### src/rtl/router_pkg.sv
// rtl/router_pkg.sv - shared types and header field layout for the router ingress arbiter
package router_pkg;

    typedef enum logic [2:0] {
        IDLE,
        HEADER,
        PAYLOAD,
        PARITY,
        GAP,
        DROP,
        FLUSH
    } state_t;

    localparam logic [1:0] ADDR_INVALID = 2'b11;
    localparam int         LEN_MSB      = 7;
    localparam int         LEN_LSB      = 2;
    localparam int         ADDR_W       = 2;
    localparam int         MAX_LEN      = 63;

    function automatic logic [LEN_MSB-LEN_LSB:0] hdr_len(input logic [7:0] hdr);
        return hdr[LEN_MSB:LEN_LSB];
    endfunction

    function automatic logic [ADDR_W-1:0] hdr_addr(input logic [7:0] hdr);
        return hdr[ADDR_W-1:0];
    endfunction

endpackage

### src/rtl/rr_arbiter.sv
// rtl/rr_arbiter.sv - one-hot round-robin pick with a registered last-owner pointer
module rr_arbiter #(
    parameter int NUM_SRC = 3
) (
    input  logic               clock,
    input  logic               resetn,
    input  logic [NUM_SRC-1:0] req,
    input  logic               advance,
    output logic [NUM_SRC-1:0] gnt
);

    localparam int IDX_W = (NUM_SRC > 1) ? $clog2(NUM_SRC) : 1;

    logic [IDX_W-1:0]   last;
    logic [NUM_SRC-1:0] hi_sel;
    logic [NUM_SRC-1:0] lo_sel;

    // Requesters above the last owner beat those at or below it; lowest index wins in each half.
    always_comb begin
        hi_sel = '0;
        lo_sel = '0;
        for (int i = NUM_SRC - 1; i >= 0; i--) begin
            if (req[i]) begin
                if (i > int'(last)) begin
                    hi_sel    = '0;
                    hi_sel[i] = 1'b1;
                end else begin
                    lo_sel    = '0;
                    lo_sel[i] = 1'b1;
                end
            end
        end
        gnt = (hi_sel != '0) ? hi_sel : lo_sel;
    end

    always_ff @(posedge clock or negedge resetn) begin
        if (!resetn) begin
            last <= IDX_W'(NUM_SRC - 1);
        end else if (advance) begin
            for (int i = 0; i < NUM_SRC; i++) begin
                if (gnt[i]) last <= IDX_W'(i);
            end
        end
    end

endmodule

### src/rtl/router_ingress_arbiter.sv
// rtl/router_ingress_arbiter.sv - packet-level round-robin sharing of the router input port
module router_ingress_arbiter
    import router_pkg::*;
#(
    parameter int NUM_SRC    = 3,
    parameter int GAP_CYCLES = 2
) (
    input  logic                 clock,
    input  logic                 resetn,
    input  logic [NUM_SRC-1:0]   src_valid,
    input  logic [8*NUM_SRC-1:0] src_data,
    output logic [NUM_SRC-1:0]   src_ready,
    input  logic                 rtr_busy,
    output logic [7:0]           rtr_data_in,
    output logic                 rtr_pkt_valid,
    output logic [NUM_SRC-1:0]   grant,
    output logic                 pkt_sent,
    output logic                 pkt_drop,
    output logic [NUM_SRC-1:0]   underrun,
    input  logic                 underrun_clr
);

    localparam int         RTR_CNT_W = $clog2(MAX_LEN + 1);
    localparam int         SRC_CNT_W = $clog2(MAX_LEN + 2);
    localparam logic [3:0] GAP_LOAD  = (GAP_CYCLES > 0) ? 4'(GAP_CYCLES - 1) : 4'd0;
    localparam state_t     AFTER_PKT = (GAP_CYCLES > 0) ? GAP : IDLE;

    state_t                 state;
    logic [7:0]             hdr;
    logic [7:0]             parity;
    logic [RTR_CNT_W-1:0]   rtr_cnt;
    logic [SRC_CNT_W-1:0]   src_cnt;
    logic [3:0]             gap_cnt;
    logic                   poisoned;

    logic [NUM_SRC-1:0]     pick;
    logic [7:0]             pick_data;
    logic [7:0]             g_data;
    logic                   g_valid;
    logic [7:0]             pay_byte;
    logic                   rdy_g;
    logic                   consume;
    logic [NUM_SRC-1:0]     ur_set;

    rr_arbiter #(.NUM_SRC(NUM_SRC)) u_rr (
        .clock   (clock),
        .resetn  (resetn),
        .req     (src_valid),
        .advance ((state == IDLE) && (|src_valid)),
        .gnt     (pick)
    );

    always_comb begin
        g_data    = '0;
        g_valid   = 1'b0;
        pick_data = '0;
        for (int i = 0; i < NUM_SRC; i++) begin
            if (grant[i]) begin
                g_data  = src_data[8*i +: 8];
                g_valid = src_valid[i];
            end
            if (pick[i]) pick_data = src_data[8*i +: 8];
        end
    end

    // A missing payload byte, and everything after it, goes to the router as zero.
    assign pay_byte = (poisoned || !g_valid) ? 8'h00 : g_data;

    always_comb begin
        rdy_g = 1'b0;
        case (state)
            HEADER:  rdy_g = !rtr_busy;
            PAYLOAD: rdy_g = poisoned ? (g_valid && (src_cnt != '0)) : !rtr_busy;
            FLUSH:   rdy_g = g_valid;
            DROP:    rdy_g = g_valid;
            default: rdy_g = 1'b0;
        endcase
    end

    assign src_ready = grant & {NUM_SRC{rdy_g}};
    assign consume   = g_valid && rdy_g;

    always_comb begin
        rtr_data_in = 8'h00;
        case (state)
            HEADER:  rtr_data_in = hdr;
            PAYLOAD: rtr_data_in = pay_byte;
            PARITY:  rtr_data_in = poisoned ? ~parity : parity;
            default: rtr_data_in = 8'h00;
        endcase
    end

    assign rtr_pkt_valid = (state == HEADER) || (state == PAYLOAD);
    assign ur_set = (state == PAYLOAD && !rtr_busy && !poisoned && !g_valid) ? grant : '0;

    always_ff @(posedge clock or negedge resetn) begin
        if (!resetn) begin
            state    <= IDLE;
            grant    <= '0;
            hdr      <= '0;
            parity   <= '0;
            rtr_cnt  <= '0;
            src_cnt  <= '0;
            gap_cnt  <= '0;
            poisoned <= 1'b0;
            pkt_sent <= 1'b0;
            pkt_drop <= 1'b0;
        end else begin
            pkt_sent <= 1'b0;
            pkt_drop <= 1'b0;
            case (state)
                IDLE: begin
                    if (|src_valid) begin
                        grant    <= pick;
                        hdr      <= pick_data;
                        poisoned <= 1'b0;
                        if (hdr_addr(pick_data) == ADDR_INVALID) begin
                            src_cnt <= SRC_CNT_W'(hdr_len(pick_data)) + SRC_CNT_W'(1);
                            state   <= DROP;
                        end else begin
                            state   <= HEADER;
                        end
                    end
                end
                HEADER: begin
                    if (!rtr_busy) begin
                        parity  <= hdr;
                        rtr_cnt <= RTR_CNT_W'(hdr_len(hdr));
                        src_cnt <= SRC_CNT_W'(hdr_len(hdr));
                        state   <= (hdr_len(hdr) == 6'd0) ? PARITY : PAYLOAD;
                    end
                end
                PAYLOAD: begin
                    if (consume) src_cnt <= src_cnt - SRC_CNT_W'(1);
                    if (!rtr_busy) begin
                        parity  <= parity ^ pay_byte;
                        rtr_cnt <= rtr_cnt - RTR_CNT_W'(1);
                        if (!g_valid) poisoned <= 1'b1;
                        if (rtr_cnt == RTR_CNT_W'(1)) state <= PARITY;
                    end
                end
                PARITY: begin
                    if (!rtr_busy) begin
                        pkt_sent <= 1'b1;
                        if (src_cnt != '0) begin
                            state <= FLUSH;
                        end else begin
                            state   <= AFTER_PKT;
                            grant   <= '0;
                            gap_cnt <= GAP_LOAD;
                        end
                    end
                end
                FLUSH: begin
                    if (consume) begin
                        src_cnt <= src_cnt - SRC_CNT_W'(1);
                        if (src_cnt == SRC_CNT_W'(1)) begin
                            state   <= AFTER_PKT;
                            grant   <= '0;
                            gap_cnt <= GAP_LOAD;
                        end
                    end
                end
                DROP: begin
                    if (consume) begin
                        src_cnt <= src_cnt - SRC_CNT_W'(1);
                        if (src_cnt == SRC_CNT_W'(1)) begin
                            pkt_drop <= 1'b1;
                            state    <= IDLE;
                            grant    <= '0;
                        end
                    end
                end
                GAP: begin
                    if (gap_cnt == '0) state <= IDLE;
                    else               gap_cnt <= gap_cnt - 4'd1;
                end
                default: state <= IDLE;
            endcase
        end
    end

    // Set beats clear when both land on the same edge.
    always_ff @(posedge clock or negedge resetn) begin
        if (!resetn) underrun <= '0;
        else         underrun <= (underrun_clr ? '0 : underrun) | ur_set;
    end

endmodule

### config.mk
export PLATFORM = sky130hd
export DESIGN_NAME = router_ingress_arbiter
export DESIGN_NICKNAME = d
export VERILOG_FILES = /design/src/rtl/router_pkg.sv /design/src/rtl/rr_arbiter.sv /design/src/rtl/router_ingress_arbiter.sv
export SDC_FILE = /design/constraint.sdc
export NUM_CORES = 1
export LEC_CHECK = 0
export CAP_MARGIN = 40
export CORE_ASPECT_RATIO = 1.25
export CORE_MARGIN = 5
export CORE_UTILIZATION = 23
export CTS_BUF_LIST = sky130_fd_sc_hd__clkbuf_4 sky130_fd_sc_hd__clkbuf_8 sky130_fd_sc_hd__clkbuf_16
export DETAILED_ROUTE_END_ITERATION = 12
export PLACE_DENSITY = 0.48
export SLEW_MARGIN = 0
export SYNTH_ARGS = -nofsm -noshare
export SYNTH_HDL_FRONTEND = slang
export SYNTH_SLANG_ARGS = --single-unit
### constraint.sdc
create_clock -name clock -period 2.9 [get_ports clock]
set_input_delay 0.29 -clock clock [delete_from_list [all_inputs] [get_ports clock]]
set_output_delay 0.29 -clock clock [all_outputs]
set_load 0.01 [all_outputs]
### Word-level counts from Yosys, hierarchy flattened

Cells that the tools add are included.

| word-level totals | value |
|---|---|
| bits in registers | 47 |
| latch bits | 0 |
| RAM bits | 0 |
| memory bits (read-only) | 0 |
| memories kept | 0 |

| cells by class | value |
|---|---|
| add/sub/neg operators | 4 |
| $mul | 0 |
| divide/modulo/power cells | 0 |
| $lt $le $gt $ge | 2 |
| equality and inequality tests | 26 |
| shift-type cells | 0 |
| mux-type cells | 73 |
| bitwise gates (word level) | 4 |
| reduce and logical (&&, ||, !) cells | 33 |

Operators by type and width:

| operator | count |
|---|---|
| two-way mux 8 bit | 10 |
| two-way mux 3 bit | 26 |
| two-way mux 7 bit | 4 |
| one-hot mux 8 bit (3 select lines) | 1 |
| != test 2 bit (second input constant) | 11 |
| one-hot mux 3 bit (7 select lines) | 1 |
| one-hot mux 7 bit (3 select lines) | 1 |
| two-way mux 4 bit | 5 |
| one-hot mux 8 bit (2 select lines) | 1 |
| nonzero test 3 bit | 5 |
| two-way mux 1 bit | 13 |
| two-way mux 6 bit | 2 |
| != test 2 x 1 -> 1 bit (second input constant) | 6 |
| one-hot mux 4 bit (3 select lines) | 1 |
| one-hot mux 6 bit (2 select lines) | 1 |
| AND reduction 6 bit | 2 |
| AND reduction 10 bit | 1 |
| == test 3 bit (second input constant) | 3 |
| one-hot mux 3 bit (3 select lines) | 1 |
| two-way mux 2 bit | 4 |
| NOT 8 bit | 1 |
| XOR 8 bit | 1 |
| adder 6 x 1 -> 7 bit (second input constant) | 1 |
| == test 7 x 1 -> 1 bit (second input constant) | 1 |
| 27 further kinds | 39 |

### Longest topological paths before layout

Gate-level depths: netlist of the first run.

| depth | value |
|---|---|
| depth in word-level cells | 14 |
| gate-level depth with buffers | 10 |

### Hierarchy

Synthesis of the first run repeated with hierarchy kept, for this count alone.

| unflattened totals | value |
|---|---|
| cell total of the unflattened synthesis | 456 |
| area, all modules | 3689.8 µm² |

Modules (own cells, without submodules):

| module | instances | cells an instance | area each (µm²) | seq. area each (µm²) |
|---|---|---|---|---|
| router_ingress_arbiter | 1 | 437 | 3535.9 | 1126.1 |
| rr_arbiter | 1 | 19 | 153.9 | 51.3 |

### Worst setup path before layout of the first run

Ideal clock, no wire load.

| path | value |
|---|---|
| path type | reg-to-reg |
| start point | register u_rr.last[1] |
| end point | register src_cnt[4] |
| library setup time | 127 ps |
| arrival time | 2054 ps |
| slack | 719 ps |
| stages on the path, launching flop included | 10 |
| path buffers | 0 |
| cell sequence | dfstp_2 -> nand2b_1 -> a31o_2 -> a32o_1 -> mux2_2 -> ha_1 -> nand3_1 -> xnor2_1 -> a222oi_1 -> o21ai_1 |

| between the ends | value |
|---|---|
| longest elaborated chain between the ends | 14 |
| elaborated cells on any way between the ends | 23 |

Ends and longest elaborated chain:

| what | RTL line | RTL |
|---|---|---|
| start, declared | rr_arbiter.sv:14 | `logic [IDX_W-1:0] last;` |
| start signal, assigned | rr_arbiter.sv:38 | `last <= IDX_W'(NUM_SRC - 1);` |
| start signal, assigned | rr_arbiter.sv:41 | `if (gnt[i]) last <= IDX_W'(i);` |
| greater-than comparator 2 bit | rr_arbiter.sv:24 | `if (i > int'(last)) begin` |
| two-way mux 3 bit | rr_arbiter.sv:24 |  |
| two-way mux 3 bit | rr_arbiter.sv:23 | `if (req[i]) begin` |
| two-way mux 3 bit | rr_arbiter.sv:24 |  |
| two-way mux 3 bit | rr_arbiter.sv:23 |  |
| nonzero test 3 bit | rr_arbiter.sv:33 | `gnt = (hi_sel != '0) ? hi_sel : lo_sel;` |
| two-way mux 3 bit * | rr_arbiter.sv:33 |  |
| two-way mux 8 bit (2 in series) | router_ingress_arbiter.sv:62 | `if (pick[i]) pick_data = src_data[8*i +: 8];` |
| two-way mux 8 bit * | router_ingress_arbiter.sv:62 |  |
| via pick_data[2] | router_ingress_arbiter.sv:37 | `logic [7:0] pick_data;` |
| adder 6 x 1 -> 7 bit * | router_ingress_arbiter.sv:118 | `src_cnt <= SRC_CNT_W'(hdr_len(pick_data)) + SRC_CNT_W'(1);` |
| two-way mux 7 bit * | router_ingress_arbiter.sv:117 | `if (hdr_addr(pick_data) == ADDR_INVALID) begin` |
| two-way mux 7 bit * | router_ingress_arbiter.sv:113 | `if (\|src_valid) begin` |
| one-hot mux 7 bit (3 select lines) * | router_ingress_arbiter.sv:111 | `case (state)` |
| end signal, assigned | router_ingress_arbiter.sv:118 |  |
| end signal, assigned | router_ingress_arbiter.sv:129 | `src_cnt <= SRC_CNT_W'(hdr_len(hdr));` |
| end signal, assigned | router_ingress_arbiter.sv:134 | `if (consume) src_cnt <= src_cnt - SRC_CNT_W'(1);` |
| end, declared | router_ingress_arbiter.sv:32 | `logic [SRC_CNT_W-1:0] src_cnt;` |

Mark *: on every way through the listed nets, which the timed path passes. The rest lies on a longest branch. The select of a mux whose other input is x is not followed.
A chain may end at the register's enable or synchronous reset.

### Worst setup path in the final report of the first run

| path | value |
|---|---|
| start point | register grant[1] |
| end point | output port src_ready[2] |

| between the ends | value |
|---|---|
| longest elaborated chain between the ends | 6 |

Ends and longest elaborated chain:

| what | RTL line | RTL |
|---|---|---|
| start, declared | router_ingress_arbiter.sv:16 | `output logic [NUM_SRC-1:0] grant,` |
| start signal, assigned | router_ingress_arbiter.sv:114 | `grant <= pick;` |
| two-way mux 1 bit * (2 in series) | router_ingress_arbiter.sv:58 | `if (grant[i]) begin` |
| logical AND 1 bit | router_ingress_arbiter.sv:73 | `PAYLOAD: rdy_g = poisoned ? (g_valid && (src_cnt != '0)) : !rtr_busy;` |
| two-way mux 1 bit | router_ingress_arbiter.sv:73 |  |
| one-hot mux 1 bit (3 select lines) * | router_ingress_arbiter.sv:71 | `case (state)` |
| AND 3 bit * | router_ingress_arbiter.sv:80 | `assign src_ready = grant & {NUM_SRC{rdy_g}};` |
| end, declared | router_ingress_arbiter.sv:12 | `output logic [NUM_SRC-1:0] src_ready,` |

Every way passes the cells marked *; elsewhere a longest branch is shown, timed or not.

==> reports/qor.yml, run 1 <==
timing:
  final_hold_viol_count: 0
  maxSlewHeadroom: 0.461
  skew_ns: 0.0102
  fmax_ghz: 0.369
  worstMarginPinSlew_ns: 0.808
  finalMaxSlewViolations: 0
  period_share: 0.936
  fin_crit_ns: 2.71
  setup_viol_count_final: 0
  setup_tns_ns: 0
  rsz0062_at_grt: "no"
floorplan:
  start_util: 0.234
  rows: 50
  die_width_um: 120
  dieArea_um2: 17700
  die_h_um: 147
  core_area_um2: 14900
  io-pin-count: 51
grt:
  grt_pass1_wl_mm: 18.6
  grt_use_total: 0.132
  grt_overflow_total: 0
  grt_pass1_vias: 3491
  grt_max_degree: 30
  antenna_found_initial: 0
synth:
  synth_nets: 494
  yosysWarnings: 0
  synth_top_area_cell: "dfrtp_1"
  synth-seq-cells: 47
  synth.top_cell.area_share: 0.331
  synthCells: 457
  netlist_area_um2: 3480
  synth_flop_cell: "dfrtp_1"
  async_reset_ff_frac: 1.00
  synth_common_cells: "70 x nor2_1, 53 x nand2_1, 46 x dfrtp_1"
  ys_seq_area_frac: 0.338
  synth.area.top_cells: "dfrtp_1 33%, nor2_1 7.6%, a21oi_1 5.8%, nand2_1 5.7%, xnor2_1 3.0%"
  synth_edf_count: 0
  post-synth-top-count-cell: "nor2_1"
  synthDistinctLibCells: 55
  syn_avg_cell_area_um2: 7.61
cts:
  cts-root-buf: "clkbuf_16"
  path_clk_slew_ns: 0.07
  cts_setup_buffers: 0
  cts.sinks: 47
  cts_tree: "built"
  clock_latency_ns: 0.29
  htree_levels: 2
  cts_made_buffers: 5
  cts.path.max_buffers: 2
route:
  viasPerCell: 5.03
  antenna_left: 0
  drtIter0Drc: 241
  wl_met1_mm: 5.17
  top_layer: "met4"
  drt-pass1-iter-count: 5
  avgRoutedWirePerCell_um: 16.7
  vias: 3554
  drc: 0
  wirelength_mm: 11.8
  dr_wl_met2_mm: 5.79
  wl_met3_um: 424
setup_path:
  critical_path.max_fanout: 6
  arrival_ns: 2.42
  critPathKind: "register to primary output"
  worstSetupEndpointType: "primary output"
  worstPathRequired_ns: 2.61
  start_kind: "register"
worst_hold_path:
  hp-class: "input port to asynchronous set/reset pin"
layout:
  nNetsFinal: 560
  drive_gt1_frac: 0.132
  diodes: 0
  postLayoutCellArea_um2: 4560
  instances_no_fill: 706
  area_delta_synth_final_pct: 31.1
  utilization: 0.306
placed_design:
  placed_cells: 697
  numPortBuffers: 50
  dp_hpwl_mm: 9.32
  gp_congestion: 0.837
  postPlaceCellArea_um2: 4380
job:
  drv_cap: 0
outcome:
  outcome: "completed"
pwr:
  cellLeakagePower_nw: 1.85
  powerDensity_nw_per_um2: 1130
  ir_drop_v: 0.000381
  p_total_w: 0.00514
## report_power, final
group	switching (W)	internal, W	leakage, nW
registers	0.000327	0.000958	0.577
logic	0.00181	0.00145	1.20
clock network	0.000255	0.000338	0.0747
total	0.00239	0.00275	1.85
## worst max-delay path: stages, from the launching register on
cell and delay (ns):
dfrtp_1 0.41, nor2b_2 0.15, a22oi_1 0.09, o21ai_2 0.16
buf_4 0.17, nand3_1 0.08, o21ai_0 0.09, a21oi_1 0.10
o21ai_2 0.18, and2_1 0.15, clkdlybuf4s50_1 0.53
## flip-flops by register name, summed over array words and instances (netlist names)
name / count
state: 3
poisoned: 1
gap_cnt: 4
src_cnt: 7
u_rr.last: 2
parity: 8
rtr_cnt: 6
hdr: 8
pkt_drop: 1
pkt_sent: 1
underrun: 3
grant: 3
## cells in the final DEF, fill, tap and decap left out, drive strengths merged, types with 3 or more instances in the layout
| master | instances |
|---|---|
| nor2 | 70 |
| nand2 | 53 |
| clkdlybuf4s50 | 49 |
| dfrtp | 46 |
| a21oi | 40 |
| buf | 38 |
| o21ai | 36 |
| inv | 17 |
| a31oi | 16 |
| xnor2 | 12 |
| a22oi | 11 |
| o22a | 10 |
| mux2 | 10 |
| nand3 | 9 |
| nor3 | 8 |
| nor2b | 8 |
| nand2b | 7 |
| and2 | 7 |
| clkbuf | 7 |
| o22ai | 6 |
| ha | 6 |
| nand3b | 4 |
| a21o | 4 |
| o31ai | 4 |
| o211ai | 4 |
| mux2i | 4 |
| a221oi | 3 |
| o21a | 3 |
| nor4 | 3 |
| nor3b | 3 |
## through the flow
step                      hold WS (ns)  worst slack (ns)
after detailed placement         0.267            0.0212
after global routing             0.542            0.0110
after floorplan               -0.00559             0.719
after CTS                        0.498            0.0327
after global placement           0.270            0.0403
final                            0.474             0.186
## cells by family after synthesis
kind of cell / count (synthesis) / share of synthesized area
muxes: 14 / 0.0439
DFF: 47 / 0.338
and+or+nand+nor: 179 / 0.233
AOI/OAI and AO/OA: 152 / 0.280
buffers and inverters: 46 / 0.0504
adders and majority gates: 6 / 0.0216
xor gates and xnor gates: 13 / 0.0327
## metal layers
layer | vias to the layer above | track usage
li1 | 1762 | -
met1 | 1677 | 0.159
met2 | 98 | 0.228
met3 | 17 | 0.0210
met4 | 0 | 0.0596
met5 | - | 0
## timing repair
item,4_1_cts,5_1_grt
hold buffers,1,0
endpoints found under the hold margin,18,0
resized for setup,0,7
endpoints found under the setup margin,0,9
## final cells by class
cell class | count | area [um2]
clock buffer | 7 | 140
clock inverter | 1 | 5.00
fill | 1618 | 10300
inverter | 17 | 63.8
multi-input combinational | 364 | 2150
sequential | 47 | 1180
tap | 182 | 228
timing repair buffer | 88 | 800
## final timing paths
kind | from | end | slack (ns) | cells past startpoint
max in group asynchronous | resetn | u_rr.last[1]$_DFFE_PN1P_ | 1.61 | 3
min in group clock | gap_cnt[2]$_DFFE_PN0P_ | gap_cnt[2]$_DFFE_PN0P_ | 0.52 | 1
worst min-delay path | resetn | rtr_cnt[2]$_DFFE_PN0P_ | 0.47 | 2
worst max register to register | u_rr.last[1]$_DFFE_PN1P_ | src_cnt[4]$_DFFE_PN0P_ | 0.49 | 9
worst max-delay path | grant[1]$_DFFE_PN0P_ | src_ready[2] | 0.19 | 10
worst min register to register | gap_cnt[2]$_DFFE_PN0P_ | gap_cnt[2]$_DFFE_PN0P_ | 0.52 | 1
Power figures use the tool's default switching activity.
==> run 2: changes to the inputs <==
--- a/config.mk
+++ b/config.mk
@@ -11,6 +11,7 @@
 export CORE_UTILIZATION = 23
 export CTS_BUF_LIST = sky130_fd_sc_hd__clkbuf_4 sky130_fd_sc_hd__clkbuf_8 sky130_fd_sc_hd__clkbuf_16
 export DETAILED_ROUTE_END_ITERATION = 12
+export HOLD_SLACK_MARGIN = 0.03
 export PLACE_DENSITY = 0.48
 export SLEW_MARGIN = 0
 export SYNTH_ARGS = -nofsm -noshare
==> results of run 2 <==
Final layout, timing and power as in run 1 (identical DEF).
